$ cat config.mk
export PLATFORM = sky130hd
export DESIGN_NAME = spi_flash_game_loader
export DESIGN_NICKNAME = d
export VERILOG_FILES = /design/src/rtl/spi_flash_pkg.sv /design/src/rtl/spi_flash_game_loader_spi_bit_engine.sv /design/src/rtl/spi_flash_game_loader.sv
export SDC_FILE = /design/constraint.sdc
export NUM_CORES = 1
export LEC_CHECK = 0
export BUFFER_PORTS_ARGS = -buffer_cell sky130_fd_sc_hd__buf_2
export CORE_MARGIN = 4
export CORE_UTILIZATION = 48
export DETAILED_ROUTE_END_ITERATION = 8
export GPL_TIMING_DRIVEN = 0
export PLACE_DENSITY = 0.8
export SYNTH_ARGS = -nofsm -noshare
export SYNTH_HDL_FRONTEND = slang
export SYNTH_SLANG_ARGS = --single-unit
$ cat constraint.sdc
create_clock -name clk -period 2.25 [get_ports clk]
set_input_delay 0.1125 -clock clk [delete_from_list [all_inputs] [get_ports clk]]
set_output_delay 0.1125 -clock clk [all_outputs]
set_load 0.02 [all_outputs]
$ cat src/rtl/spi_flash_pkg.sv
// Shared constants and FSM state type for the SPI flash game loader.
package spi_flash_pkg;

    localparam int unsigned ADDR_BITS  = 24;
    localparam int unsigned DUMMY_BITS = 8;

    localparam logic [7:0] OP_READ      = 8'h03;
    localparam logic [7:0] OP_FAST_READ = 8'h0B;

    typedef enum logic [3:0] {
        ST_IDLE,
        ST_CS_SETUP,
        ST_CMD,
        ST_ADDR,
        ST_DUMMY,
        ST_DATA,
        ST_PUSH,
        ST_CS_HOLD,
        ST_END
    } flash_state_e;

endpackage

$ cat src/rtl/spi_flash_game_loader_spi_bit_engine.sv
// SPI mode-0 bit engine: SCK divider plus one 8-bit shift register shared by
// transmit (MSB out on the low half) and receive (MISO captured as SCK rises).
module spi_bit_engine #(
    parameter int unsigned SPI_DIV = 2
) (
    input  logic       clk,
    input  logic       reset,
    input  logic       en,
    input  logic       load,
    input  logic [7:0] load_data,
    input  logic       miso,
    output logic       sck,
    output logic       mosi,
    output logic [7:0] rx_data,
    output logic       bit_done_c
);

    localparam int unsigned DIV_W = (SPI_DIV > 1) ? $clog2(SPI_DIV) : 1;

    logic [DIV_W-1:0] div_cnt;
    logic [7:0]       shreg;
    logic             half_end;

    assign half_end   = en && (div_cnt == DIV_W'(SPI_DIV - 1));
    assign bit_done_c = half_end && sck;
    assign rx_data    = shreg;

    // load restarts the bit at the beginning of a low half with the new MSB on MOSI
    always_ff @(posedge clk or posedge reset) begin
        if (reset) begin
            div_cnt <= '0;
            sck     <= 1'b0;
            mosi    <= 1'b0;
            shreg   <= 8'h00;
        end else if (load) begin
            div_cnt <= '0;
            sck     <= 1'b0;
            shreg   <= load_data;
            mosi    <= load_data[7];
        end else if (en) begin
            if (half_end) begin
                div_cnt <= '0;
                sck     <= !sck;
                if (!sck) begin
                    shreg <= {shreg[6:0], miso};
                end else begin
                    mosi <= shreg[7];
                end
            end else begin
                div_cnt <= div_cnt + DIV_W'(1);
            end
        end
    end

endmodule

$ cat src/rtl/spi_flash_game_loader.sv
// Loads one game slot from SPI flash and streams its bytes to NES memory.
// Build option FLASH_FAST_READ_EN selects opcode 0x0B with 8 dummy clocks.
module spi_flash_game_loader
    import spi_flash_pkg::*;
#(
    parameter int unsigned           SPI_DIV    = 2,
    parameter int unsigned           GAME_W     = 3,
    parameter int unsigned           SLOT_SHIFT = 20,
    parameter logic [ADDR_BITS-1:0]  FLASH_BASE = 24'h200000,
    parameter int unsigned           LEN_W      = 20
) (
    input  logic              clk,
    input  logic              reset,
    input  logic              start,
    input  logic [GAME_W-1:0] game_sel,
    input  logic [LEN_W-1:0]  load_len,
    output logic              busy,
    output logic              done,
    output logic [LEN_W-1:0]  mem_addr,
    output logic [7:0]        mem_data,
    output logic              mem_valid,
    input  logic              mem_ready,
    output logic              flash_csn,
    output logic              flash_sck,
    output logic              flash_mosi,
    input  logic              flash_miso
);

    localparam int unsigned DIV_W = (SPI_DIV > 1) ? $clog2(SPI_DIV) : 1;

`ifdef FLASH_FAST_READ_EN
    localparam logic [7:0] OPCODE    = OP_FAST_READ;
    localparam bit         FAST_READ = 1'b1;
`else
    localparam logic [7:0] OPCODE    = OP_READ;
    localparam bit         FAST_READ = 1'b0;
`endif

    flash_state_e          state, state_next;
    logic [4:0]            bit_cnt;
    logic [DIV_W-1:0]      hold_cnt;
    logic [ADDR_BITS-1:0]  addr_sr;
    logic [LEN_W-1:0]      remaining;

    logic                  accept;
    logic                  eng_en;
    logic                  eng_load;
    logic [7:0]            eng_data;
    logic [7:0]            eng_rx;
    logic                  bit_done;
    logic                  hold_last;

    assign accept    = (state == ST_IDLE) && start && !done;
    assign hold_last = (hold_cnt == DIV_W'(SPI_DIV - 1));

    spi_bit_engine #(
        .SPI_DIV (SPI_DIV)
    ) u_engine (
        .clk        (clk),
        .reset      (reset),
        .en         (eng_en),
        .load       (eng_load),
        .load_data  (eng_data),
        .miso       (flash_miso),
        .sck        (flash_sck),
        .mosi       (flash_mosi),
        .rx_data    (eng_rx),
        .bit_done_c (bit_done)
    );

    // Next state plus engine control; each phase loads the next byte at its last bit
    always_comb begin
        state_next = state;
        eng_en     = 1'b0;
        eng_load   = 1'b0;
        eng_data   = 8'h00;
        case (state)
            ST_IDLE: begin
                if (accept) begin
                    state_next = (load_len == '0) ? ST_END : ST_CS_SETUP;
                end
            end
            ST_CS_SETUP: begin
                if (hold_last) begin
                    state_next = ST_CMD;
                    eng_load   = 1'b1;
                    eng_data   = OPCODE;
                end
            end
            ST_CMD: begin
                eng_en = 1'b1;
                if (bit_done && bit_cnt[2:0] == 3'd7) begin
                    state_next = ST_ADDR;
                    eng_load   = 1'b1;
                    eng_data   = addr_sr[ADDR_BITS-1 -: 8];
                end
            end
            ST_ADDR: begin
                eng_en = 1'b1;
                if (bit_done && bit_cnt[2:0] == 3'd7) begin
                    eng_load = 1'b1;
                    if (bit_cnt == 5'(ADDR_BITS - 1)) begin
                        state_next = FAST_READ ? ST_DUMMY : ST_DATA;
                    end else begin
                        eng_data = addr_sr[ADDR_BITS-1 -: 8];
                    end
                end
            end
            ST_DUMMY: begin
                eng_en = 1'b1;
                if (bit_done && bit_cnt == 5'(DUMMY_BITS - 1)) begin
                    state_next = ST_DATA;
                    eng_load   = 1'b1;
                end
            end
            ST_DATA: begin
                eng_en = 1'b1;
                if (bit_done && bit_cnt == 5'd7) begin
                    state_next = ST_PUSH;
                    eng_load   = 1'b1;
                end
            end
            ST_PUSH: begin
                if (mem_ready) begin
                    state_next = (remaining == LEN_W'(1)) ? ST_CS_HOLD : ST_DATA;
                end
            end
            ST_CS_HOLD: begin
                if (hold_last) begin
                    state_next = ST_END;
                end
            end
            ST_END: begin
                state_next = ST_IDLE;
            end
            default: begin
                state_next = ST_IDLE;
            end
        endcase
    end

    always_ff @(posedge clk or posedge reset) begin
        if (reset) begin
            state <= ST_IDLE;
        end else begin
            state <= state_next;
        end
    end

    // Registered outputs; busy drops as done rises
    always_ff @(posedge clk or posedge reset) begin
        if (reset) begin
            flash_csn <= 1'b1;
            busy      <= 1'b0;
            done      <= 1'b0;
            mem_valid <= 1'b0;
            mem_addr  <= '0;
            mem_data  <= 8'h00;
        end else begin
            flash_csn <= (state_next == ST_IDLE) || (state_next == ST_END);
            busy      <= (state_next != ST_IDLE);
            done      <= (state == ST_END);
            mem_valid <= (state_next == ST_PUSH);
            if (accept) begin
                mem_addr <= '0;
            end else if (state == ST_PUSH && mem_ready) begin
                mem_addr <= mem_addr + LEN_W'(1);
            end
            if (state == ST_DATA && state_next == ST_PUSH) begin
                mem_data <= eng_rx;
            end
        end
    end

    // Transfer bookkeeping: slot address, byte countdown, bit and half-period counters
    always_ff @(posedge clk or posedge reset) begin
        if (reset) begin
            addr_sr   <= '0;
            remaining <= '0;
            bit_cnt   <= '0;
            hold_cnt  <= '0;
        end else begin
            if (accept) begin
                addr_sr   <= FLASH_BASE + (ADDR_BITS'(game_sel) << SLOT_SHIFT);
                remaining <= load_len;
            end else begin
                if (eng_load && (state == ST_CMD || state == ST_ADDR)) begin
                    addr_sr <= addr_sr << 8;
                end
                if (state == ST_PUSH && mem_ready) begin
                    remaining <= remaining - LEN_W'(1);
                end
            end
            if (bit_done) begin
                bit_cnt <= (state_next != state) ? 5'd0 : bit_cnt + 5'd1;
            end
            if ((state == ST_CS_SETUP || state == ST_CS_HOLD) && state_next == state) begin
                hold_cnt <= hold_cnt + DIV_W'(1);
            end else begin
                hold_cnt <= '0;
            end
        end
    end

endmodule
# Word-level counts from Yosys, hierarchy flattened
# Cells that the tools add are included.
# classes
addsub	6
n_eq_ne	17
muxes	44
reduce_logical	30
# op_table
cell	n
$mux W20	4
$mux W8	7
$mux W24	2
$mux W4	10
$pmux W4 S8	1
$add A22 B23 Y24 const A	1
$pmux W8 S3	1
$add A20 B1 Y20 const B	1
$eq A20 B1 Y1 const B	1
$eq A4 B3 Y1 const B	5
$logic_not A20 Y1	1
$sub A20 B1 Y20 const B	1
$mux W1	15
$logic_and A1 B1 Y1	10
$reduce_bool A2 Y1	5
$eq A4 B2 Y1 const B	2
$eq A4 B4 Y1 const B	2
$logic_not A4 Y1	2
$reduce_and A3 Y1	2
$add A5 B1 Y5 const B	1
$eq A5 B3 Y1 const B	1
$eq A5 B5 Y1 const B	1
$mux W5	1
$eq A4 B1 Y1 const B	1
13 further kinds	19
# word_totals
ff_bits	97
inputBits	28
out_inout_bits	34

# Depth between registers and ports, before layout
# logic_depth
word_depth	11
ltp_mapped	8
mapped_depth_nobuf	7

# Hierarchy
# From an unflattened synthesis, not the netlist that was laid out.
# hier_totals
cells_unflattened	424
hier_area_um2	4161.5
# by_module_without_submodules
mod	n_inst	cells_each	area_each_um2	seq_area_each_um2
spi_flash_game_loader	1	366	3641.0	1652.8
spi_bit_engine	1	58	520.5	275.3

# Least setup slack after synthesis
# Ideal clock, no wire load.
# synth_timing
path_type	register to register
start	reg remaining[0]
end	reg remaining[16]
setup_ps	132
t_arrival_ps	2054
required_time_ps	2118
slack_ps	64
stages_incl_launch_ff	9
synth_period_minus_slack_ps	2186
path_cell_list	dfrtp_1 inv_1 ha_1 or4b_4 or3_1 buf_2 or2_4 o311ai_2 nand3_1
# synth_between
elab_chain_len	3
# synth_rtl
item	line	text
start: declaration	spi_flash_game_loader.sv:43	logic [LEN_W-1:0] remaining;
start signal: assignment	spi_flash_game_loader.sv:185	remaining <= load_len;
start signal: assignment	spi_flash_game_loader.sv:191	remaining <= remaining - LEN_W'(1);
$sub A20 B1 Y20	spi_flash_game_loader.sv:191	
$mux W20	spi_flash_game_loader.sv:190	if (state == ST_PUSH && mem_ready) begin
$mux W20	spi_flash_game_loader.sv:183	if (accept) begin
# Every way passes these cells. The select of a mux whose other input is x is not followed.
# A chain may end at the register's enable or synchronous reset.

# Final worst setup path
# layout_timing
start	reg bit_cnt[0]
end	reg busy
# layout_between
elab_chain_len	5
elab_cells_between_ends	12
classes_between	eq/ne (3); mux (6); reduce/logical (3)
# layout_rtl
item	line	text
start: declaration	spi_flash_game_loader.sv:40	logic [4:0] bit_cnt;
start signal: assignment	spi_flash_game_loader.sv:195	bit_cnt <= (state_next != state) ? 5'd0 : bit_cnt + 5'd1;
$eq A5 B5 Y1 (tied with other cells)	spi_flash_game_loader.sv:102	if (bit_cnt == 5'(ADDR_BITS - 1)) begin
$mux W4 (tied with other cells)	spi_flash_game_loader.sv:102	
$mux W4 (on tied branches)	-	
$pmux W4 S8 *	spi_flash_game_loader.sv:77	case (state)
via state_next[0]	spi_flash_game_loader.sv:39	flash_state_e state, state_next;
$reduce_bool A4 Y1 *	spi_flash_game_loader.sv:161	busy <= (state_next != ST_IDLE);
end signal: assignment	spi_flash_game_loader.sv:161	
end: declaration	spi_flash_game_loader.sv:17	output logic busy,
# The timed path passes the listed nets; every way through them passes the cells marked *.

==> results.cfg <==
[timing]
finalCriticalPeriod_ps = 2180
finalHoldViolations = 0
clock.fmax_ghz = 0.458
slew-limit-headroom = 0.514
clock-skew-final_ps = 15.7
actual_slew_at_the_worst_max_slew_pin_ps = 726
report.final.setup_viol = 0
report.final.slew_viol_count = 0
timing.final.crit_share = 0.970
setup_repair_after_global_routing_missed_its_margin = true

[synthesis]
ys_top_cells_by_area = dfrtp_1, nand2_1, o21ai_0
synth_largest_type_area_fraction = 0.476
synth_area_per_cell_um2 = 9.79
yosys_register_bits = 77
synth_top_cells_by_count = dfrtp_1, nand2_1, o21ai_0
synth_edf_count = 0
ys_dominant_reg_cell = dfrtp_1
most_common_cell_in_the_netlist = dfrtp_1
synth.yosys.seq_area_share = 0.482
post_synth_instance_area_um2 = 4000
synthDominantAreaCellType = dfrtp_1
synth-warning-count = 0
synth_cell_types = 65
synthCells = 408
ys_async_sr_fraction = 1.00
post_synthesis_net_count = 442

[routing]
drt_wl_total_mm = 10.1
ant_nets = 0
remaining_drc_errors = 0
avgRoutedWirePerCell_um = 16.4
drt-initial-drc-count = 212
vias = 3619
vias_per_cell = 5.88
drt_pre_antenna_iters = 5

[global_routing]
grt_pass1_vias = 3495
pin_count_of_the_biggest_net_entering_global_routing = 42
grt_busiest_layer = met2
globalRoute.totalOverflow = 0
grt_use_total = 0.210
global_route.usage.met1 = 0.278
grt_first_pass_wirelength_mm = 16.7
grt_util_met3 = 0.0540
number_of_antenna_violations_at_the_first_check_in_global_routing = 0
grt.met2_usage = 0.338

[critical_path]
critical_path.max_stage_delay_ps = 550
crit_path_top_delay_cell = or4_4
timing.critical_path.to_type = flip-flop
critPathArrivalTime_ps = 2410
buffers_and_inverters_on_the_worst_path = 0
critical_path_peak_fanout = 4
crit_chain = ha_1 > ha_1 > nand2_1 > o22ai_2 > nand2_1 > o2111ai_2 > or4_4
critical_path_depth = 7
worst-setup-path-type = reg -> reg
worst_r2r_path_depth = 7
timing.rr.start = bit_cnt[0]
startpoint_type = flip-flop
critPathTopFamily = simple AND/OR/NAND/NOR gates
crit_path_start = bit_cnt[0]
cp.required_ps = 2480

[clock_tree]
cts_max_path_buffers = 2
number_of_buffers_added_by_the_clock_tree_synthesis_step = 9
tritoncts = yes
clock_transition_time_at_the_flip_flop_clock_pins_of_the_worst_setup_and_hold_paths_ps = 80
insertion_delay_ps = 360
cts.htree.levels = 3
cts_root_buf = clkbuf_8
cts.sinks = 77

[die]
design.core.area_um2 = 8180
placement_rows = 33
io-pin-count = 62
initial_utilization = 0.489
fp.dieArea_um2 = 9850
floorplan.die.width_um = 99.2
die_height_um = 99.2

[hold_path]
min_path_cells = 3
hold_class = in -> reg
hold_path_startpoint = load_len[6]

[run_status]
outcome = complete, no violations

[final_layout]
fraction_of_final_layout_cells_with_drive_strength_greater_than_1 = 0.271
area_delta_synth_final_pct = 24.8
finalNetCount = 540
fin_area_um2 = 4990
postLayoutCoreUtil = 0.610
n_antenna_cell = 0
finalNonFillerCells = 615

[placed_design]
gp_routability_congestion = 0.859
port-buffer-count = 61
placed_cells_incl_taps = 575
detailed_place_hpwl_mm = 6.91
dpl-instance-area_um2 = 4460

[flow_run]
drv_cap = 0

[power]
power_density_nw_per_um2 = 509
design_power_total_mw = 2.54
power.ir.vdd_worst_uv = 315
p_leak_nw = 2.26
-- where the power goes --
group / internal (mW) / total, mW / leakage, nW / switching, mW
Sequential: 1.39 / 1.40 / 1.01 / 0.0106
Combinational: 0.0537 / 0.113 / 1.16 / 0.0597
Clock: 0.506 / 1.02 / 0.0915 / 0.519
-- flip-flops by register name, summed over array words and instances, names as in the netlist --
name              count
addr_sr               4
bit_cnt               5
u_engine.mosi         1
state                 4
mem_addr             20
u_engine.rx_data      8
remaining            20
u_engine.sck          1
u_engine.div_cnt      1
mem_data              8
mem_valid             1
hold_cnt              1
done                  1
flash_csn             1
busy                  1
-- cell families (layout without fill, tap and decap cells) --
group,count (synthesis),count (layout),share of synthesized area
AO/OA/AOI/OAI,84,84,0.145
XOR/XNOR,18,18,0.0413
adder cells (fa/ha/maj),7,7,0.0213
buffers and inverters,24,126,0.0279
flip-flops,77,77,0.482
multiplexers,12,12,0.0326
AND/OR/NAND/NOR,186,186,0.249
-- metrics by stage --
step	hold slack [ps]	setup WS, ps	TNS, ps
after global routing	14.9	-25.6	-95.8
after floorplan	221	64.0	0
after global placement	327	-735	-56650
after CTS	3.24	-9.56	-9.56
final	21.9	66.5	0
after detailed placement	173	-156	-1840
-- what timing repair did --
| item | 4_1_cts | 5_1_grt |
|---|---|---|
| endpoints found under the hold margin | 52 | 0 |
| gates resized for setup | 9 | 25 |
| hold buffers | 17 | 0 |
| buffers inserted | 5 | 4 |
| setup endpoints to repair | 20 | 36 |
| pin swaps | 3 | 6 |
-- worst paths after layout --
| path | to | slack, ps |
|---|---|---|
| hold / removal | remaining[6] | 20 |
| setup reg to reg | busy | 70 |
| setup / recovery | busy | 70 |
| min in group asynchronous | mem_addr[14] | 320 |
| max in group asynchronous | flash_csn | 1280 |
| hold reg to reg | u_engine.rx_data[4] | 500 |
-- layer usage --
layer,routed length (um),up-vias
met4,136,0
met3,636,15
li1,-,1705
met1,4390,1769
met5,0,-
met2,4930,130
-- worst min-delay path: stages --
cell      delay (ps)
buf_2             90
nand2_1           40
o311ai_0          90
-- layout by cell type, fill, tap and decap left out, drive strengths merged, types with 3 or more instances in the layout --
| master | netlist | layout |
|---|---|---|
| or2 | 3 | 3 |
| o311ai | 8 | 8 |
| or4 | 5 | 5 |
| nand4 | 6 | 6 |
| dfrtp | 76 | 76 |
| or3 | 12 | 12 |
| buf | 9 | 77 |
| nor2b | 3 | 3 |
| o211ai | 11 | 11 |
| nor4b | 4 | 4 |
| xnor2 | 14 | 14 |
| a21oi | 10 | 10 |
| xor2 | 4 | 4 |
| dlygate4sd3 | 0 | 17 |
| ha | 6 | 6 |
| nor4 | 13 | 13 |
| clkbuf | 7 | 18 |
| inv | 8 | 9 |
| nor2 | 27 | 27 |
| nand2 | 57 | 57 |
| mux2i | 4 | 4 |
| a22o | 4 | 4 |
| a221o | 3 | 3 |
| mux2 | 8 | 8 |
| o21ai | 28 | 28 |
| nand3 | 20 | 20 |
| a2bb2oi | 3 | 3 |
| nor3 | 16 | 16 |
| nand3b | 4 | 4 |
| nor3b | 3 | 3 |
-- cell type report --
class	instances	area, um^2
flip-flops and latches	77	1930
well taps	105	131
multi-input cells	307	2060
clock buffers	9	124
clock inverters	6	63.8
plain buffers	15	85.1
inverters	8	32.5
repair buffers	88	563
fillers	660	3190
Power figures use the tool's default switching activity.
